File: src/rtl/ud_direction_decoder_pkg.sv
// Shared types and glyph constants for the up/down counter display and its direction decoder.
package ud_direction_decoder_pkg;

  typedef enum logic [1:0] {StIdle, StTrack, StLocked, StErr} state_e;

  typedef enum logic [1:0] {StepUp, StepDown, StepHold, StepBad} step_e;

  // Segments a..g map to bits 0..6, active-high.
  localparam logic [6:0] SEG_U    = 7'b0111110;
  localparam logic [6:0] SEG_D    = 7'b1011110;
  localparam logic [6:0] SEG_DASH = 7'b1000000;
  localparam logic [6:0] SEG_E    = 7'b1111001;

endpackage

File: src/rtl/ud_step_classify.sv
// Classifies the modular difference between two successive count samples.
module ud_step_classify
  import ud_direction_decoder_pkg::*;
#(
  parameter int unsigned W = 4
) (
  input  logic [W-1:0] prev,
  input  logic [W-1:0] count_in,
  output step_e        step
);

  logic [W-1:0] delta;

  // Modular subtraction makes 15->0 an UP step and 0->15 a DOWN step.
  assign delta = count_in - prev;

  always_comb begin
    step = StepBad;
    if (delta == W'(1)) begin
      step = StepUp;
    end else if (delta == {W{1'b1}}) begin
      step = StepDown;
    end else if (delta == '0) begin
      step = StepHold;
    end
  end

endmodule

File: src/rtl/ud_direction_decoder.sv
// Recovers counting direction from a sampled up/down count stream and flags illegal jumps.
module ud_direction_decoder
  import ud_direction_decoder_pkg::*;
#(
  parameter int unsigned W      = 4,
  parameter int unsigned LOCK_N = 3,
  parameter int unsigned C      = 8
) (
  input  logic         cp,
  input  logic         reset,
  input  logic         in_valid,
  input  logic [W-1:0] count_in,
  output logic         dir,
  output logic         locked,
  output logic         err,
  output logic [C-1:0] step_cnt,
  output logic [6:0]   display
);

  localparam logic [3:0]   LockN    = 4'(LOCK_N);
  localparam logic [C-1:0] StepMax  = '1;
  // A lock threshold wider than the counter starts it saturated.
  localparam logic [C-1:0] LockInit = (LOCK_N >= (1 << C)) ? StepMax : C'(LOCK_N);

  state_e       state_q, state_d;
  logic [W-1:0] prev_q, prev_d;
  logic         cand_q, cand_d;
  logic [3:0]   run_len_q, run_len_d;
  logic         dir_q, dir_d;
  logic         locked_q, locked_d;
  logic         err_q, err_d;
  logic [C-1:0] step_cnt_q, step_cnt_d;
  logic [6:0]   display_q, display_d;

  step_e        step;
  logic         step_up;
  logic         cand_n;
  logic [3:0]   run_n;

  ud_step_classify #(
    .W(W)
  ) u_classify (
    .prev     (prev_q),
    .count_in (count_in),
    .step     (step)
  );

  assign step_up = (step == StepUp);

  always_comb begin
    state_d    = state_q;
    prev_d     = prev_q;
    cand_d     = cand_q;
    run_len_d  = run_len_q;
    dir_d      = dir_q;
    locked_d   = locked_q;
    err_d      = err_q;
    step_cnt_d = step_cnt_q;
    display_d  = display_q;
    cand_n     = cand_q;
    run_n      = run_len_q;

    if (in_valid) begin
      prev_d = count_in;
      unique case (state_q)
        StIdle, StErr: begin
          state_d   = StTrack;
          run_len_d = '0;
          err_d     = 1'b0;
          display_d = SEG_DASH;
        end
        StTrack: begin
          if (step == StepUp || step == StepDown) begin
            if (step_up == cand_q && run_len_q != '0) begin
              run_n = run_len_q + 4'd1;
            end else begin
              cand_n = step_up;
              run_n  = 4'd1;
            end
            cand_d    = cand_n;
            run_len_d = run_n;
            if (run_n >= LockN) begin
              state_d    = StLocked;
              dir_d      = cand_n;
              locked_d   = 1'b1;
              step_cnt_d = LockInit;
              display_d  = cand_n ? SEG_U : SEG_D;
            end
          end else if (step == StepBad) begin
            state_d    = StErr;
            err_d      = 1'b1;
            locked_d   = 1'b0;
            step_cnt_d = '0;
            display_d  = SEG_E;
          end
        end
        StLocked: begin
          if (step == StepUp || step == StepDown) begin
            if (step_up == dir_q) begin
              if (step_cnt_q != StepMax) step_cnt_d = step_cnt_q + C'(1);
            end else begin
              state_d    = StTrack;
              locked_d   = 1'b0;
              step_cnt_d = '0;
              cand_d     = step_up;
              run_len_d  = 4'd1;
              display_d  = SEG_DASH;
            end
          end else if (step == StepBad) begin
            state_d    = StErr;
            err_d      = 1'b1;
            locked_d   = 1'b0;
            step_cnt_d = '0;
            display_d  = SEG_E;
          end
        end
        default: state_d = StIdle;
      endcase
    end
  end

  always_ff @(posedge cp or negedge reset) begin
    if (!reset) begin
      state_q    <= StIdle;
      prev_q     <= '0;
      cand_q     <= 1'b0;
      run_len_q  <= '0;
      dir_q      <= 1'b0;
      locked_q   <= 1'b0;
      err_q      <= 1'b0;
      step_cnt_q <= '0;
      display_q  <= SEG_DASH;
    end else begin
      state_q    <= state_d;
      prev_q     <= prev_d;
      cand_q     <= cand_d;
      run_len_q  <= run_len_d;
      dir_q      <= dir_d;
      locked_q   <= locked_d;
      err_q      <= err_d;
      step_cnt_q <= step_cnt_d;
      display_q  <= display_d;
    end
  end

  assign dir      = dir_q;
  assign locked   = locked_q;
  assign err      = err_q;
  assign step_cnt = step_cnt_q;
  assign display  = display_q;

endmodule

File: config.mk
export PLATFORM = sky130hd
export DESIGN_NAME = ud_direction_decoder
export DESIGN_NICKNAME = d
export VERILOG_FILES = /design/src/rtl/ud_direction_decoder_pkg.sv /design/src/rtl/ud_step_classify.sv /design/src/rtl/ud_direction_decoder.sv
export SDC_FILE = /design/constraint.sdc
export NUM_CORES = 1
export LEC_CHECK = 0
export ABC_AREA = 1
export CAP_MARGIN = 20
export CORE_MARGIN = 2
export CORE_UTILIZATION = 54
export CTS_BUF_LIST = sky130_fd_sc_hd__clkbuf_2 sky130_fd_sc_hd__clkbuf_4 sky130_fd_sc_hd__clkbuf_8
export DETAILED_ROUTE_END_ITERATION = 7
export PLACE_DENSITY = 0.77
export SETUP_SLACK_MARGIN = 0.5
export SKIP_CTS_REPAIR_TIMING = 1
export SYNTH_ARGS = -nofsm -noshare
export SYNTH_HDL_FRONTEND = slang
export SYNTH_SLANG_ARGS = --single-unit
File: constraint.sdc
create_clock -name cp -period 2.76 [get_ports cp]
set_input_delay 0.414 -clock cp [delete_from_list [all_inputs] [get_ports cp]]
set_output_delay 0.414 -clock cp [all_outputs]
set_load 0.01 [all_outputs]
== Word-level counts from Yosys, hierarchy flattened ==
Cells that the tools add are included.

* Logic and storage cells: 95
* Register bits: 29
* Input bits: 7

* Magnitude comparators: 1
* Add/sub/neg operators: 3
* Multiplexer cells: 48
* Reductions and logical operators: 16
* Eq/ne operators: 18

{| class="wikitable"
|+ Operators with widths
! cell !! number
|-
| 8-bit two-way mux || 6
|-
| 7-bit two-way mux || 6
|-
| 4-bit two-way mux || 7
|-
| 7-bit one-hot mux with 3 select lines || 1
|-
| 8-bit one-hot mux with 2 select lines || 1
|-
| 4-bit AND reduction || 4
|-
| 1-bit two-way mux || 15
|-
| 2-bit two-way mux || 7
|-
| 4-bit one-hot mux with 3 select lines || 1
|-
| 8-bit by 1-bit adder with 8-bit output, second input constant || 1
|-
| 2-bit inequality test, second input constant || 4
|-
| 8-bit inequality test, second input constant || 1
|-
| 2-bit == test, second input constant || 3
|-
| 3-bit inequality test, second input constant || 2
|-
| 1-bit one-hot mux with 2 select lines || 3
|-
| 2-bit one-hot mux with 3 select lines || 1
|-
| 3-bit AND reduction || 2
|-
| 5-bit AND reduction || 1
|-
| 4-bit by 1-bit adder with 4-bit output, second input constant || 1
|-
| 2-bit by 1-bit == test with 1-bit output, second input constant || 2
|-
| 4-bit by 1-bit == test with 1-bit output, second input constant || 1
|-
| 4-bit == test, second input constant || 1
|-
| 4-bit by 2-bit greater-or-equal comparator with 1-bit output, second input constant || 1
|-
| 2-bit zero test || 2
|-
| 10 further kinds || 12
|}

== Longest topological paths before layout ==
* Word-level depth: 16
* Gate-level depth with buffers: 17
* Depth with buffers taken out: 17

== Cells and area by module ==
From an unflattened synthesis, not the netlist that was laid out.

* Cell total of the unflattened synthesis: 309
* Area, all modules: 2155.8 um2

{| class="wikitable"
|+ By module, submodules not included
! module !! instances !! area an instance (um2) !! cells each
|-
| ud_direction_decoder || 1 || 1944.4 || 271
|-
| ud_step_classify || 1 || 211.5 || 38
|}

== Least setup slack after synthesis ==
Ideal clock, no wire load.

* Path type: input -> register
* From: in count_in[0]
* To: reg state_q[0]
* Slack: 0.384 ns
* Arrival time: 2.257 ns
* Setup time: 0.119 ns
* Stages: 13
* Path buffers: 1
* Cells stage by stage: inv_1 > ha_1 > inv_2 > fa_1 > xnor2_2 > inv_1 > nor3_1 > buf_2 > nand3_1 > nand2_1 > nand3_1 > nand4_1 > nand2_1

* Longest elaborated chain between the ends: 15
* Elaborated cells between the ends (all ways): 26
* Those cells by class: add/sub (1); order compare (1); eq/ne (8); mux (11); reduce/logical (5)

{| class="wikitable"
|+ Ends and longest elaborated chain
! element !! line !! RTL
|-
| from (decl) || ud_direction_decoder.sv:12 || <nowiki>input logic [W-1:0] count_in,</nowiki>
|-
| 4-bit subtractor (*) || ud_step_classify.sv:15 || <nowiki>assign delta = count_in - prev;</nowiki>
|-
| 4-bit zero test || ud_step_classify.sv:23 || <nowiki>end else if (delta == '0) begin</nowiki>
|-
| 1-bit two-way mux || ud_step_classify.sv:23 ||
|-
| 2-bit two-way mux || ud_step_classify.sv:21 || <nowiki>end else if (delta == {W{1'b1}}) begin</nowiki>
|-
| 2-bit two-way mux (*) || ud_step_classify.sv:19 || <nowiki>if (delta == W'(1)) begin</nowiki>
|-
| 2-bit zero test || ud_direction_decoder.sv:48, ud_direction_decoder.sv:73, ud_direction_decoder.sv:98 ||
|-
| 1-bit == test || ud_direction_decoder.sv:74 || <nowiki>if (step_up == cand_q && run_len_q != '0) begin</nowiki>
|-
| 1-bit logical AND || ud_direction_decoder.sv:74 ||
|-
| 4-bit two-way mux || ud_direction_decoder.sv:74 ||
|-
| 4-bit two-way mux || ud_direction_decoder.sv:73 || <nowiki>if (step == StepUp || step == StepDown) begin</nowiki>
|-
| 4-bit two-way mux || ud_direction_decoder.sv:65 || <nowiki>unique case (state_q)</nowiki>
|-
| 4-bit two-way mux || ud_direction_decoder.sv:63 || <nowiki>if (in_valid) begin</nowiki>
|-
| 4-bit by 2-bit greater-or-equal comparator with 1-bit output || ud_direction_decoder.sv:82 || <nowiki>if (run_n >= LockN) begin</nowiki>
|-
| 3-bit inequality test (no source line) || - ||
|-
| 3-bit AND reduction (no source line) || - ||
|-
| to (signal assigned) || ud_direction_decoder.sv:124 || <nowiki>state_q <= StIdle;</nowiki>
|-
| to (signal assigned) || ud_direction_decoder.sv:134 || <nowiki>state_q <= state_d;</nowiki>
|-
| to (decl) || ud_direction_decoder.sv:25 || <nowiki>state_e state_q, state_d;</nowiki>
|}

Every way passes the cells marked *; elsewhere a longest branch is shown, timed or not. The select of a mux whose other input is x is not followed.
A chain may end at the register's enable or synchronous reset.

== Final worst setup path ==
* From: reg prev_q[0]
* To: reg step_cnt_q[7] (netlist: step_cnt[7])

* Longest elaborated chain between the ends: 15
* Elaborated cells between the ends (all ways): 27
* Those cells by class: add/sub (1); order compare (1); eq/ne (8); mux (12); reduce/logical (5)

{| class="wikitable"
|+ Ends and longest elaborated chain
! element !! line !! RTL
|-
| from (decl) || ud_direction_decoder.sv:26 || <nowiki>logic [W-1:0] prev_q, prev_d;</nowiki>
|-
| from (signal assigned) || ud_direction_decoder.sv:135 || <nowiki>prev_q <= prev_d;</nowiki>
|-
| 4-bit subtractor (*) || ud_step_classify.sv:15 ||
|-
| 4-bit zero test || ud_step_classify.sv:23 ||
|-
| 1-bit two-way mux || ud_step_classify.sv:23 ||
|-
| 2-bit two-way mux || ud_step_classify.sv:21 ||
|-
| 2-bit two-way mux (*) || ud_step_classify.sv:19 ||
|-
| 2-bit zero test || ud_direction_decoder.sv:48, ud_direction_decoder.sv:73, ud_direction_decoder.sv:98 ||
|-
| 1-bit == test || ud_direction_decoder.sv:74 ||
|-
| 1-bit logical AND || ud_direction_decoder.sv:74 ||
|-
| 4-bit two-way mux || ud_direction_decoder.sv:74 ||
|-
| 4-bit two-way mux || ud_direction_decoder.sv:73 ||
|-
| 4-bit two-way mux || ud_direction_decoder.sv:65 ||
|-
| 4-bit two-way mux || ud_direction_decoder.sv:63 ||
|-
| 4-bit by 2-bit greater-or-equal comparator with 1-bit output || ud_direction_decoder.sv:82 ||
|-
| 3-bit inequality test (no source line) || - ||
|-
| 4-bit AND reduction (no source line) || - ||
|-
| to (signal assigned) || ud_direction_decoder.sv:141 || <nowiki>step_cnt_q <= step_cnt_d;</nowiki>
|-
| to (decl) || ud_direction_decoder.sv:32 || <nowiki>logic [C-1:0] step_cnt_q, step_cnt_d;</nowiki>
|}

Marked as above.

==> results_dict.tcl <==
set metrics [dict create \
    post-place-cells 383 \
    final_nets 371 \
    clock-skew-final_ns 0.00679 \
    grt_max_degree 30 \
    hp-class "input port to flip-flop" \
    gp_congestion 0.860 \
    power_density_nw_per_um2 788 \
    totalPowerFinal_w 0.00236 \
    ys_seq_elements 29 \
    placed_area_um2 2610 \
    synth.net_count 315 \
    synth_ff_type "dfrtp_1" \
    synth_warnings 0 \
    synth.area.top_cells "dfrtp_1 (32%), nand2_1 (14%), nand3_1 (6.9%), nand4_1 (6.1%), inv_1 (5.6%)" \
    antenna_found_initial 0 \
    slew_headroom 0.717 \
    start_util 0.577 \
    timing.hold.ws_ns 0.379 \
    syn_area_per_cell_um2 7.23 \
    grt_setup_unrepaired "true" \
    drcViolationCount 0 \
    drive_gt1_frac 0.258 \
    final_cell_mix "nand2_1 (68), inv_1 (30), nand3_1 (29)" \
    vias 2436 \
    worstPathArrival_ns 2.67 \
    rows 22 \
    tritoncts "yes" \
    crit_family "simple AND/OR/NAND/NOR gates" \
    die-height_um 67.3 \
    fmax_mhz 410 \
    area_delta_synth_final_pct 38.3 \
    crit_chain "ha_4 > inv_4 > fa_2 > xnor2_2 > buf_6 > nor3_4 > nand2_2 > nand2_4 > inv_4 > nor2_4 > nand3_4 > nand3_4 > nand2_1 > nand2_1" \
    dpl.hpwl_um 3610 \
    cts_root_buf "clkbuf_8" \
    numClockSinks 29 \
    ios 25 \
    synth_cells 299 \
    worst_slew_pin_slew_ns 0.423 \
    die_area_um2 4520 \
    setup_slack_ns 0.322 \
    syn_area_um2 2160 \
    die_w_um 67.3 \
    numPortBuffers 24 \
    cts-buffers-inserted 5 \
    maxCapViolCount 0 \
    place_worst_setup_slack_ns -0.322 \
    leakage_nw 1.43 \
    critPathRequiredTime_ns 2.99 \
    cts.path.max_buffers 2 \
    grt_pass1_vias 1957 \
    diodes 0 \
    crit_buf_inv 3 \
    finalSetupViolations 0 \
    stdcell_count 404 \
    drtIter0Drc 362 \
    clk-insertion-delay-late_ns 0.29 \
    grt_pass1_wl_um 8870 \
    htreeDepth 2 \
    crit_type "flip-flop to flip-flop" \
    fin_crit_ns 2.44 \
    async_reset_ff_frac 1.00 \
    netlist.area_leader.share 0.324 \
    path_max_fanout 8 \
    end_kind "flip-flop" \
    fin_area_um2 2990 \
    n_fill_cell 260 \
    antenna_left 0 \
    ir_drop_mv 0.819 \
    finalCritPeriodShare 0.883 \
    clk_pin_slew_ns 0.07 \
    status "complete, no violations" \
    synth_edf_count 0 \
    wl_per_cell_um 16.3 \
    start_kind "flip-flop" \
    drt_first_pass_iters 5 \
    cpPeakStageDelay_ns 0.39 \
    critPathSlowestCell "dfrtp_1" \
    track_usage 0.260 \
    grt.overflow.total 0 \
    yosysSeqAreaShare 0.336 \
    core_um2 3740 \
    slew_viol_final 0 \
    yosysUniqueCellTypes 34 \
    synth_top_cell_by_area "dfrtp_1" \
    final_common_cell "nand2_1" \
    final_hold_viol_count 0 \
    vias_per_cell 6.03 \
    drt_wl_total_um 6610 \
]
[worst min-delay path: stages]
cell and delay [ns]:
dlymetal6s2s_1 0.11, nand2_1 0.05, o21ai_0 0.06
[state kept, by name, indices dropped and copies added, names as in the netlist]
register   cells
step_cnt       8
display        7
prev_q         4
run_len_q      4
state_q        2
cand_q         1
dir            1
err            1
locked         1
[Yosys cell counts, types with 2 or more instances]
master and count:
nand2_1 83, inv_1 32, nand3_1 30, dfrtp_1 28, nor2_1 23, nand4_1 21
o21ai_0 17, ha_1 8, a21oi_1 6, buf_2 5, inv_2 5, o21ai_1 5
xor2_1 5, nand3_4 4, clkbuf_1 3, nand2_2 3, nand2_4 2, nor3_2 2
xnor2_1 2
[worst paths after layout]
| kind | start | endpoint | slack (ns) | depth (start not counted) |
|---|---|---|---|---|
| hold / removal | count_in[2] | prev_q[2] | 0.38 | 3 |
| min in group asynchronous | reset | prev_q[2] | 0.49 | 2 |
| setup / recovery | prev_q[0] | step_cnt[7] | 0.32 | 14 |
| max in group asynchronous | reset | display[6] | 1.95 | 2 |
| hold reg to reg | display[6] | display[6] | 0.49 | 2 |
| setup reg to reg | prev_q[0] | step_cnt[7] | 0.32 | 14 |
[kinds of logic (layout without fill, tap and decap cells)]
logic type | Yosys count | after routing | share of synthesized area
simple gates | 173 | 176 | 0.394
buf+inv | 47 | 100 | 0.0892
compound gates | 33 | 34 | 0.0886
flops | 29 | 29 | 0.336
fa+ha+maj | 9 | 9 | 0.0556
xor+xnor | 8 | 8 | 0.0359
[through the flow]
stage | TNS [ns] | utilization
floorplan | 0 | -
CTS | -0.446 | 0.721
detailed placement | -6.47 | 0.698
finish | 0 | 0.798
global placement | -5.82 | 0.698
global route | 0 | 0.798
[where the power goes]
part           switching (W)  internal, W  total [W]
Clock               0.000184     0.000174   0.000357
Combinational       0.000850     0.000534    0.00138
Sequential         0.0000901     0.000524   0.000615
[layout make-up]
class | count | area (µm²) | share of cell area
timing repair buffer | 53 | 498 | 0.167
inverter | 38 | 163 | 0.0544
clock inverter | 3 | 17.5 | 0.00586
clock buffer | 5 | 68.8 | 0.0230
timing repair inverter | 1 | 7.51 | 0.00251
sequential | 29 | 727 | 0.243
tap | 48 | 60.1 | 0.0201
multi-input combinational | 227 | 1450 | 0.484
[routing by layer]
| metal | vias up | GRT usage | wire length, µm |
|---|---|---|---|
| li1 | 1115 | - | - |
| met1 | 1128 | 0.344 | 2610 |
| met2 | 153 | 0.416 | 3230 |
| met3 | 40 | 0.0567 | 483 |
| met4 | 0 | 0.0995 | 282 |
| met5 | - | 0 | 0 |
(Power assumes the default switching activity.)
